<file path="src/rtl/ldm_stm_sequencer_pkg.sv">
// Shared types and constants for the LDM/STM multi-register transfer sequencer.
package ldm_stm_sequencer_pkg;

    // Sequencer control states
    typedef enum logic [2:0] {
        ST_IDLE  = 3'd0,
        ST_SETUP = 3'd1,
        ST_XFER  = 3'd2,
        ST_WB    = 3'd3,
        ST_DONE  = 3'd4
    } state_t;

    // Bytes per transferred word; addresses step by this amount per beat
    localparam int WORD_BYTES = 4;

    // Addressing mode encoded as {up, pre}
    typedef enum logic [1:0] {
        MODE_DA = 2'b00,   // decrement after
        MODE_DB = 2'b01,   // decrement before
        MODE_IA = 2'b10,   // increment after
        MODE_IB = 2'b11    // increment before
    } addr_mode_t;

endpackage

</file>
<file path="src/rtl/ldm_stm_sequencer_lowest_set_bit.sv">
// Priority encoder: index of the lowest set bit of a vector, plus a valid flag.
module lowest_set_bit #(
    parameter int WIDTH = 16,
    parameter int IDX_W = 4
) (
    input  logic [WIDTH-1:0] vec,
    output logic [IDX_W-1:0] idx,
    output logic             valid
);

    // Bit mask of all positions whose index has bit b set
    function automatic logic [WIDTH-1:0] index_mask(input int b);
        logic [WIDTH-1:0] m;
        m = '0;
        for (int i = 0; i < WIDTH; i++) begin
            m[i] = ((i >> b) & 1) != 0;
        end
        return m;
    endfunction

    // Isolate the lowest set bit as a one-hot vector (two's complement trick)
    logic [WIDTH-1:0] onehot;
    assign onehot = vec & (~vec + WIDTH'(1));
    assign valid  = |vec;

    // Each index bit is the OR of the one-hot positions carrying that bit
    generate
        for (genvar gi = 0; gi < IDX_W; gi++) begin : g_idx
            localparam logic [WIDTH-1:0] MASK = index_mask(gi);
            assign idx[gi] = |(onehot & MASK);
        end
    endgenerate

endmodule

</file>
<file path="src/rtl/ldm_stm_sequencer.sv">
// LDM/STM sequencer: walks a register list lowest-first, issuing one word
// memory transfer per set bit, then optionally writes back the base register.
module ldm_stm_sequencer
    import ldm_stm_sequencer_pkg::*;
#(
    parameter int DATA_W = 32,
    parameter int LIST_W = 16
) (
    input  logic              clock,
    input  logic              reset,
    input  logic              start,
    input  logic [LIST_W-1:0] reg_list,
    input  logic [DATA_W-1:0] base_addr,
    input  logic [3:0]        base_reg,
    input  logic              load,
    input  logic              up,
    input  logic              pre,
    input  logic              writeback,
    output logic              busy,
    output logic              done,
    output logic [3:0]        xfer_reg,
    output logic              mem_req,
    output logic              mem_we,
    output logic [DATA_W-1:0] mem_addr,
    input  logic              mem_ready,
    input  logic [DATA_W-1:0] mem_rdata,
    output logic              reg_we,
    output logic [3:0]        reg_waddr,
    output logic [DATA_W-1:0] reg_wdata
);

    localparam int CNT_W = $clog2(LIST_W) + 1;

    // Number of registers named in a list
    function automatic logic [CNT_W-1:0] popcount(input logic [LIST_W-1:0] v);
        logic [CNT_W-1:0] c;
        c = '0;
        for (int i = 0; i < LIST_W; i++) begin
            c = c + CNT_W'(v[i]);
        end
        return c;
    endfunction

    state_t            state_reg;
    logic [LIST_W-1:0] list_reg;
    logic [DATA_W-1:0] base_addr_reg;
    logic [3:0]        base_num_reg;
    logic              load_reg;
    addr_mode_t        mode_reg;
    logic              wb_en_reg;
    logic [DATA_W-1:0] addr_reg;
    logic [DATA_W-1:0] final_base_reg;

    logic [3:0]        lsb_idx;
    logic              lsb_valid;
    logic [LIST_W-1:0] list_rest;
    logic              last_beat;
    logic [DATA_W-1:0] span;
    logic [DATA_W-1:0] start_addr_next;
    logic [DATA_W-1:0] final_base_next;
    logic              beat_done;

    lowest_set_bit #(
        .WIDTH (LIST_W),
        .IDX_W (4)
    ) u_lsb (
        .vec   (list_reg),
        .idx   (lsb_idx),
        .valid (lsb_valid)
    );

    // Remaining list once the current beat retires, and whether it was the last
    assign list_rest = list_reg & (list_reg - LIST_W'(1));
    assign last_beat = (list_rest == '0);
    assign beat_done = (state_reg == ST_XFER) && lsb_valid && mem_ready;

    // Start and final base addresses; the lowest register always sits lowest
    always_comb begin
        span            = DATA_W'(popcount(list_reg)) * DATA_W'(WORD_BYTES);
        start_addr_next = base_addr_reg;
        case (mode_reg)
            MODE_IA: start_addr_next = base_addr_reg;
            MODE_IB: start_addr_next = base_addr_reg + DATA_W'(WORD_BYTES);
            MODE_DA: start_addr_next = base_addr_reg - span + DATA_W'(WORD_BYTES);
            MODE_DB: start_addr_next = base_addr_reg - span;
            default: start_addr_next = base_addr_reg;
        endcase
        final_base_next = mode_reg[1] ? (base_addr_reg + span) : (base_addr_reg - span);
    end

    // Sequencer FSM and captured operands
    always_ff @(posedge clock) begin
        if (reset) begin
            state_reg      <= ST_IDLE;
            list_reg       <= '0;
            base_addr_reg  <= '0;
            base_num_reg   <= '0;
            load_reg       <= 1'b0;
            mode_reg       <= MODE_DA;
            wb_en_reg      <= 1'b0;
            addr_reg       <= '0;
            final_base_reg <= '0;
        end else begin
            case (state_reg)
                ST_IDLE: begin
                    if (start) begin
                        list_reg      <= reg_list;
                        base_addr_reg <= base_addr;
                        base_num_reg  <= base_reg;
                        load_reg      <= load;
                        mode_reg      <= addr_mode_t'({up, pre});
                        // A load that also fetches the base register keeps the loaded value
                        wb_en_reg     <= writeback && !(load && reg_list[base_reg]);
                        state_reg     <= ST_SETUP;
                    end
                end
                ST_SETUP: begin
                    addr_reg       <= start_addr_next;
                    final_base_reg <= final_base_next;
                    // An empty list still passes through one request-free XFER
                    // cycle, so done lands at start+3 like a single-beat transfer
                    state_reg      <= ST_XFER;
                end
                ST_XFER: begin
                    if (!lsb_valid) begin
                        state_reg <= ST_DONE;
                    end else if (mem_ready) begin
                        list_reg <= list_rest;
                        addr_reg <= addr_reg + DATA_W'(WORD_BYTES);
                        if (last_beat) begin
                            state_reg <= wb_en_reg ? ST_WB : ST_DONE;
                        end
                    end
                end
                ST_WB:   state_reg <= ST_DONE;
                ST_DONE: state_reg <= ST_IDLE;
                default: state_reg <= ST_IDLE;
            endcase
        end
    end

    // Memory and register-file port drive, decoded from the registered state
    always_comb begin
        busy      = (state_reg == ST_SETUP) || (state_reg == ST_XFER) || (state_reg == ST_WB);
        done      = (state_reg == ST_DONE);
        mem_req   = (state_reg == ST_XFER) && lsb_valid;
        mem_we    = mem_req && !load_reg;
        xfer_reg  = (state_reg == ST_XFER) ? lsb_idx : 4'd0;
        mem_addr  = addr_reg;
        reg_we    = 1'b0;
        reg_waddr = 4'd0;
        reg_wdata = '0;
        if (state_reg == ST_WB) begin
            reg_we    = 1'b1;
            reg_waddr = base_num_reg;
            reg_wdata = final_base_reg;
        end else if (beat_done && load_reg) begin
            reg_we    = 1'b1;
            reg_waddr = lsb_idx;
            reg_wdata = mem_rdata;
        end
    end

endmodule
</file>
<file path="config.mk">
export PLATFORM = sky130hd
export DESIGN_NAME = ldm_stm_sequencer
export DESIGN_NICKNAME = d
export VERILOG_FILES = /design/src/rtl/ldm_stm_sequencer_pkg.sv /design/src/rtl/ldm_stm_sequencer_lowest_set_bit.sv /design/src/rtl/ldm_stm_sequencer.sv
export SDC_FILE = /design/constraint.sdc
export NUM_CORES = 1
export LEC_CHECK = 0
export CAP_MARGIN = 20
export CORE_ASPECT_RATIO = 0.8
export CORE_MARGIN = 1.5
export CORE_UTILIZATION = 47
export DETAILED_ROUTE_END_ITERATION = 10
export DONT_BUFFER_PORTS = 1
export SYNTH_ARGS = -nofsm -noshare
export SYNTH_HDL_FRONTEND = slang
export SYNTH_SLANG_ARGS = --single-unit
</file>
<file path="constraint.sdc">
create_clock -name clock -period 10.6 [get_ports clock]
set_clock_uncertainty 0.15 [all_clocks]
set_input_delay 1.06 -clock clock [delete_from_list [all_inputs] [get_ports clock]]
set_output_delay 1.06 -clock clock [all_outputs]
set_load 0.02 [all_outputs]
</file>
# After elaboration in Yosys (flattened, before gate mapping)
# Index checks and enable logic that the tools add are counted.
dict set report totals {
  regBits 123
  rom_bits 0
  ram_bits 0
  out_inout_bits 77
  latch_bits 0
  n_memories 0
  wordCells 95
  input_bits 92
}
dict set report op_classes {
  n_lt_le_gt_ge 1
  n_div 0
  shifts 0
  n_mux 24
  n_bitwise 3
  eq_ne 12
  add_sub_neg 22
  multipliers 0
  reduce_logical 24
}
# operator n
set op_table {}
lappend op_table {{two-way mux 32 bit} 5}
lappend op_table {{one-hot mux 32 bit (4 select lines)} 1}
lappend op_table {{adder 32 x 3 -> 32 bit (second input constant)} 3}
lappend op_table {{one-hot mux 32 bit (2 select lines)} 1}
lappend op_table {{adder 5 x 1 -> 5 bit} 11}
lappend op_table {{two-way mux 16 bit} 3}
lappend op_table {{adder 32 x 7 -> 32 bit} 1}
lappend op_table {{bitwise AND 16 bit} 2}
lappend op_table {{one-hot mux 16 bit (2 select lines)} 1}
lappend op_table {{OR reduction 8 bit} 4}
lappend op_table {{subtractor 32 x 7 -> 32 bit} 1}
lappend op_table {{adder 16 x 1 -> 16 bit (second input constant)} 1}
lappend op_table {{zero test 16 bit} 1}
lappend op_table {{NOT 16 bit} 1}
lappend op_table {{OR reduction 16 bit} 1}
lappend op_table {{subtractor 16 x 1 -> 16 bit (second input constant)} 1}
lappend op_table {{two-way mux 3 bit} 5}
lappend op_table {{two-way mux 4 bit} 3}
lappend op_table {{one-hot mux 3 bit (4 select lines)} 1}
lappend op_table {{== test 3 x 2 -> 1 bit (second input constant)} 2}
lappend op_table {{logical AND 1 bit} 6}
lappend op_table {{!= test 2 bit (second input constant)} 3}
lappend op_table {{!= test 3 bit (second input constant)} 2}
lappend op_table {{AND reduction 3 bit} 2}
lappend op_table {{18 further kinds} 24}

# Depth between registers and ports, before layout
dict set report logic_depth {
  word_depth 19
  mapped_depth 25
  mapped_depth_nobuf 23
}

# Cells and area by module
# From an unflattened synthesis, not the netlist that was laid out.
dict set report hier_totals {
  hier_cells 1454
  area_unflattened_um2 10258.6
}
# mod cells_per_inst seq_area_each_um2 area_each_um2 n_inst
set by_module_without_submodules {}
lappend by_module_without_submodules {ldm_stm_sequencer 1422 2462.4 10047.1 1}
lappend by_module_without_submodules {lowest_set_bit 32 0.0 211.5 1}

# Worst setup path before layout
# Ideal clock, no wire load.
dict set report synth_timing {
  kind {register -> register}
  start {register list_reg[0]}
  end {register addr_reg[28], in the netlist mem_addr[28]}
  synth_period_minus_slack_ns 6.501
  t_required_ns 10.329
  arrival_ns 6.230
  path_stages_with_launch 22
  setup_time_ns 0.121
  slack_ns 4.099
  path_buffers 2
  path_cell_list {dfxtp_1 > inv_1 > fa_1 > fa_1 > fa_1 > fa_1 > inv_1 > ha_1 > fa_1 > xor2_1 > ha_1 > clkbuf_1 > nand2b_1 > o311a_1 > clkbuf_1 > or3_1 > xnor2_1 > nor4b_1 > nand3_1 > nor4_2 > xnor2_1 > o21ai_1}
}
dict set report synth_via {
  elab_chain_len 19
  elab_cells_between_ends 22
  classes_between {add/sub: 17; eq/ne: 1; mux: 2; reduce/logical: 2}
}
# item line
set synth_rtl {}
lappend synth_rtl {{from (decl)} ldm_stm_sequencer.sv:45} ;# logic [LIST_W-1:0] list_reg;
lappend synth_rtl {{from (signal assigned)} ldm_stm_sequencer.sv:107} ;# list_reg <= reg_list;
lappend synth_rtl {{from (signal assigned)} ldm_stm_sequencer.sv:128} ;# list_reg <= list_rest;
lappend synth_rtl {{adder 1 x 1 -> 2 bit} ldm_stm_sequencer.sv:39} ;# c = c + CNT_W'(v[i]);
lappend synth_rtl {{adder 2 x 1 -> 3 bit} ldm_stm_sequencer.sv:39}
lappend synth_rtl {{adder 3 x 1 -> 4 bit} ldm_stm_sequencer.sv:39}
lappend synth_rtl {{adder 4 x 1 -> 5 bit} ldm_stm_sequencer.sv:39}
lappend synth_rtl {{adder 5 x 1 -> 5 bit (11 in a row)} ldm_stm_sequencer.sv:39}
lappend synth_rtl {{subtractor 32 x 7 -> 32 bit} {ldm_stm_sequencer.sv:84, ldm_stm_sequencer.sv:85}}
lappend synth_rtl {{adder 32 x 3 -> 32 bit} ldm_stm_sequencer.sv:84} ;# MODE_DA: start_addr_next = base_addr_reg - span + DATA_W'(WORD_BYTES);
lappend synth_rtl {{one-hot mux 32 bit (4 select lines)} ldm_stm_sequencer.sv:81} ;# case (mode_reg)
lappend synth_rtl {{one-hot mux 32 bit (2 select lines)} ldm_stm_sequencer.sv:104} ;# case (state_reg)
lappend synth_rtl {{to (signal assigned)} ldm_stm_sequencer.sv:118} ;# addr_reg <= start_addr_next;
lappend synth_rtl {{to (signal assigned)} ldm_stm_sequencer.sv:129} ;# addr_reg <= addr_reg + DATA_W'(WORD_BYTES);
lappend synth_rtl {{to (decl)} ldm_stm_sequencer.sv:51} ;# logic [DATA_W-1:0] addr_reg;
# Parallel ways exist; a longest one is shown, timed or not.
# A chain may end at the register's enable or synchronous reset.

# Worst setup path after layout
dict set report layout_timing {
  start {register list_reg[13]}
  end {register addr_reg[21], in the netlist mem_addr[21]}
}
dict set report layout_via {
  elab_chain_len 7
  elab_cells_between_ends 10
  classes_between {add/sub: 5; eq/ne: 1; mux: 2; reduce/logical: 2}
}
# item line
set layout_rtl {}
lappend layout_rtl {{adder 5 x 1 -> 5 bit (3 in a row)} ldm_stm_sequencer.sv:39}
lappend layout_rtl {{subtractor 32 x 7 -> 32 bit} {ldm_stm_sequencer.sv:84, ldm_stm_sequencer.sv:85}}
lappend layout_rtl {{adder 32 x 3 -> 32 bit} ldm_stm_sequencer.sv:84}
lappend layout_rtl {{one-hot mux 32 bit (4 select lines)} ldm_stm_sequencer.sv:81}
lappend layout_rtl {{one-hot mux 32 bit (2 select lines)} ldm_stm_sequencer.sv:104}
# Parallel ways exist; a longest one is shown, timed or not.

==> out/summary.txt <==
Syn Inst Count = 1415
worst-path maximum fanout = 7
CTS root buf = clkbuf_16
Final Setup Violations = 0
Mapped Avg Cell Area = 7.11 µm²
remaining global-route overflow = 0
# resized after CTS = 0
Top Ports = 169
Tmin final = 7.05 ns
Layout Cells excl Fill = 1615
sequential share of the synthesized area = 24.5%
Seq cells post-synth = 123
crit-path cells = inv_1 -> fa_1 -> fa_1 -> fa_1 -> fa_1 -> inv_1 -> ha_1 -> fa_1 -> fa_1 -> or3b_2 -> a221oi_1 -> o2111ai_1 -> nor4_1 -> nand3_1 -> o211a_1 -> o31ai_1 -> a21oi_1
final instance area = 10800 µm²
n_diodes = 0
critical path launch point type = flop
worst slack at placement = 3.65 ns
leading area contributor after synthesis = dfxtp_1
maxcap violations = 0
Crit path top cell by count = fa_1
Synth area leaders = dfxtp_1 (24%), nand2_1 (8.6%), a21oi_1 (7.7%), xnor2_1 (4.4%), nor2_1 (4.0%)
routed len/inst = 21.4 µm
endpoint type of the worst setup path = flop
hold_buf cts = 0
Routed WL = 34.6 mm
setup TNS = 0 ns
initial DRC count = 1269
Initial Util = 48.3%
synth unique cells = 81
vias per cell = 6.42
total number of vias = 10400
Post-CTS Setup Repair Bufs = 0
Worst Path Required = 10.75 ns
status = complete, but fails checks
Fmax achieved = 142 MHz
Post-synth EDFFs = 0
First-pass DRT Iterations = 9
VDD IR max = 0.000182 V
overall global routing resource usage = 30.8%
Clock Path Buffers = 2
YS warnings = 0
gpl congestion = 0.925
Final Hold Fails = 0
Hold Path Class = flop to flop
H-Tree Depth = 4
Clock Latency Late Sink = 0.43 ns
Slew Viols, Final = 0
pin count of the biggest net entering global routing = 127
final worst slack = 3.55 ns
total power = 3.16 mW
Die Ht = 134 µm
leakage = 3.86 nW
Worst Path Arrival = 7.20 ns
Slew @ Worst Pin = 1.09 ns
first-pass GRT wire length = 54.1 mm
Mapped Area = 10100 µm²
placed cell area = 10100 µm²
DRC Markers = 12
vias in the first global route = 9198
Final #Nets = 1463
total core area = 20800 µm²
Pwr Density = 294 nW/µm²
Crit-path slowest cell = nor4_1
area of the die = 22300 µm²
Final HPWL DP = 24.7 mm
CTS tree = yes
post-placement cell count = 1584
Max-slew headroom = 26.2%
antenna-violating nets left = 0
RSZ-0062 raised after global routing = false
clock tree sinks = 123
IO buf count = 0
clock slew at reported path FFs = 0.06 ns
CP max stage delay = 0.68 ns
total CTS buffers = 17
Chip Width = 167 µm
Yosys top cell area share = 24.5%
initial antenna violation count = 1
top_reg_cell synth = dfxtp_1
post-synthesis net count = 1544
P&R area growth vs syn = 7.01%
asr flop ratio synth = 0%
layout cell share with drive strength beyond 1 = 6.46%
Tcrit/Tclk final = 66.5%
failing checks = DRC
FP Rows = 47
WS Path Type = flop to flop
[through the flow]
stage,hold WS [ns],utilization [%]
after floorplan,0.282,-
after global placement,0.287,48.4
after detailed placement,0.290,48.4
after CTS,0.298,51.7
after global routing,0.311,51.7
final,0.299,51.7
[Yosys cell counts, types with 7 or more instances]
master    instances
clkbuf_1        105
nor2b_1          11
or3_1            12
and2_1           12
a31oi_1          25
o21ai_0          75
a21o_1           13
nand3_1          36
o31ai_1          10
a211oi_1         16
buf_1             7
xor2_1           27
xnor2_1          51
o32ai_1           7
and3_1           18
o22ai_1          14
a32oi_1           8
a22o_1           35
nand4_1           9
fa_1             12
or2_2            11
nor2_1          108
a21oi_1         154
nand2_1         230
inv_1            47
nor3_1           43
ha_1             25
dfxtp_1         123
nor4_1           22
o221ai_1         10
a22oi_1          12
nand2b_1          9
[layout by cell type, fill, tap and decap left out, drive strengths merged, types with 26 or more instances in the layout]
cell,netlist,final
a21oi,155,155
a22o,35,35
dfxtp,123,123
inv,47,48
nand2,230,230
nand3,38,38
nor2,108,108
nor3,44,44
nor4,26,26
o21ai,76,76
xnor2,51,51
xor2,27,27
[final timing paths]
kind / startpoint / to / slack (ns) / cells past startpoint
min: final_base_reg[29] / final_base_reg[29] / 0.30 / 2
max reg2reg: list_reg[13] / mem_addr[21] / 3.55 / 17
min reg2reg: final_base_reg[29] / final_base_reg[29] / 0.30 / 2
max: list_reg[13] / mem_addr[21] / 3.55 / 17
[logic make-up after synthesis]
group           count (synthesis)  synth area share (%)
fa+ha+maj                      38                  5.59
simple gates                  566                  27.2
mux                             9                  1.52
buf+inv                       163                  6.18
xor+xnor                       78                  6.79
compound gates                438                  28.2
flops                         123                  24.5
[routing by layer]
metal  part of all wire [%]  wire, µm  global-route usage (%)
met3                     13      4360                    9.86
met2                     36     12600                    39.0
met5                      0         0                       0
met4                   0.87       302                    5.86
met1                     50     17300                    48.9
[worst max-delay path, delay by kind of cell, from the launching register on]
| family | cells | cell delay [ns] |
|---|---|---|
| buffers and inverters | 2 | 0.21 |
| and+or+nand+nor | 3 | 1.38 |
| DFF | 1 | 0.43 |
| AOI/OAI and AO/OA | 5 | 1.48 |
| adders and majority gates | 7 | 3.29 |
[power by group]
part | internal, mW | leakage (nW) | switching (mW) | total [mW]
clock | 0.470 | 0.331 | 0.227 | 0.697
sequential | 0.544 | 1.01 | 0.164 | 0.708
combinational | 0.656 | 2.52 | 1.10 | 1.76
[layout make-up]
| class | instances | area, µm² |
|---|---|---|
| multi-input combinational | 1129 | 6990 |
| fill | 2075 | 10000 |
| clock inverter | 11 | 240 |
| inverter | 48 | 180 |
| timing repair buffer | 15 | 113 |
| clock buffer | 20 | 447 |
| sequential | 123 | 2460 |
| tap | 269 | 337 |
No activity file was read; power rests on OpenSTA's default activity.
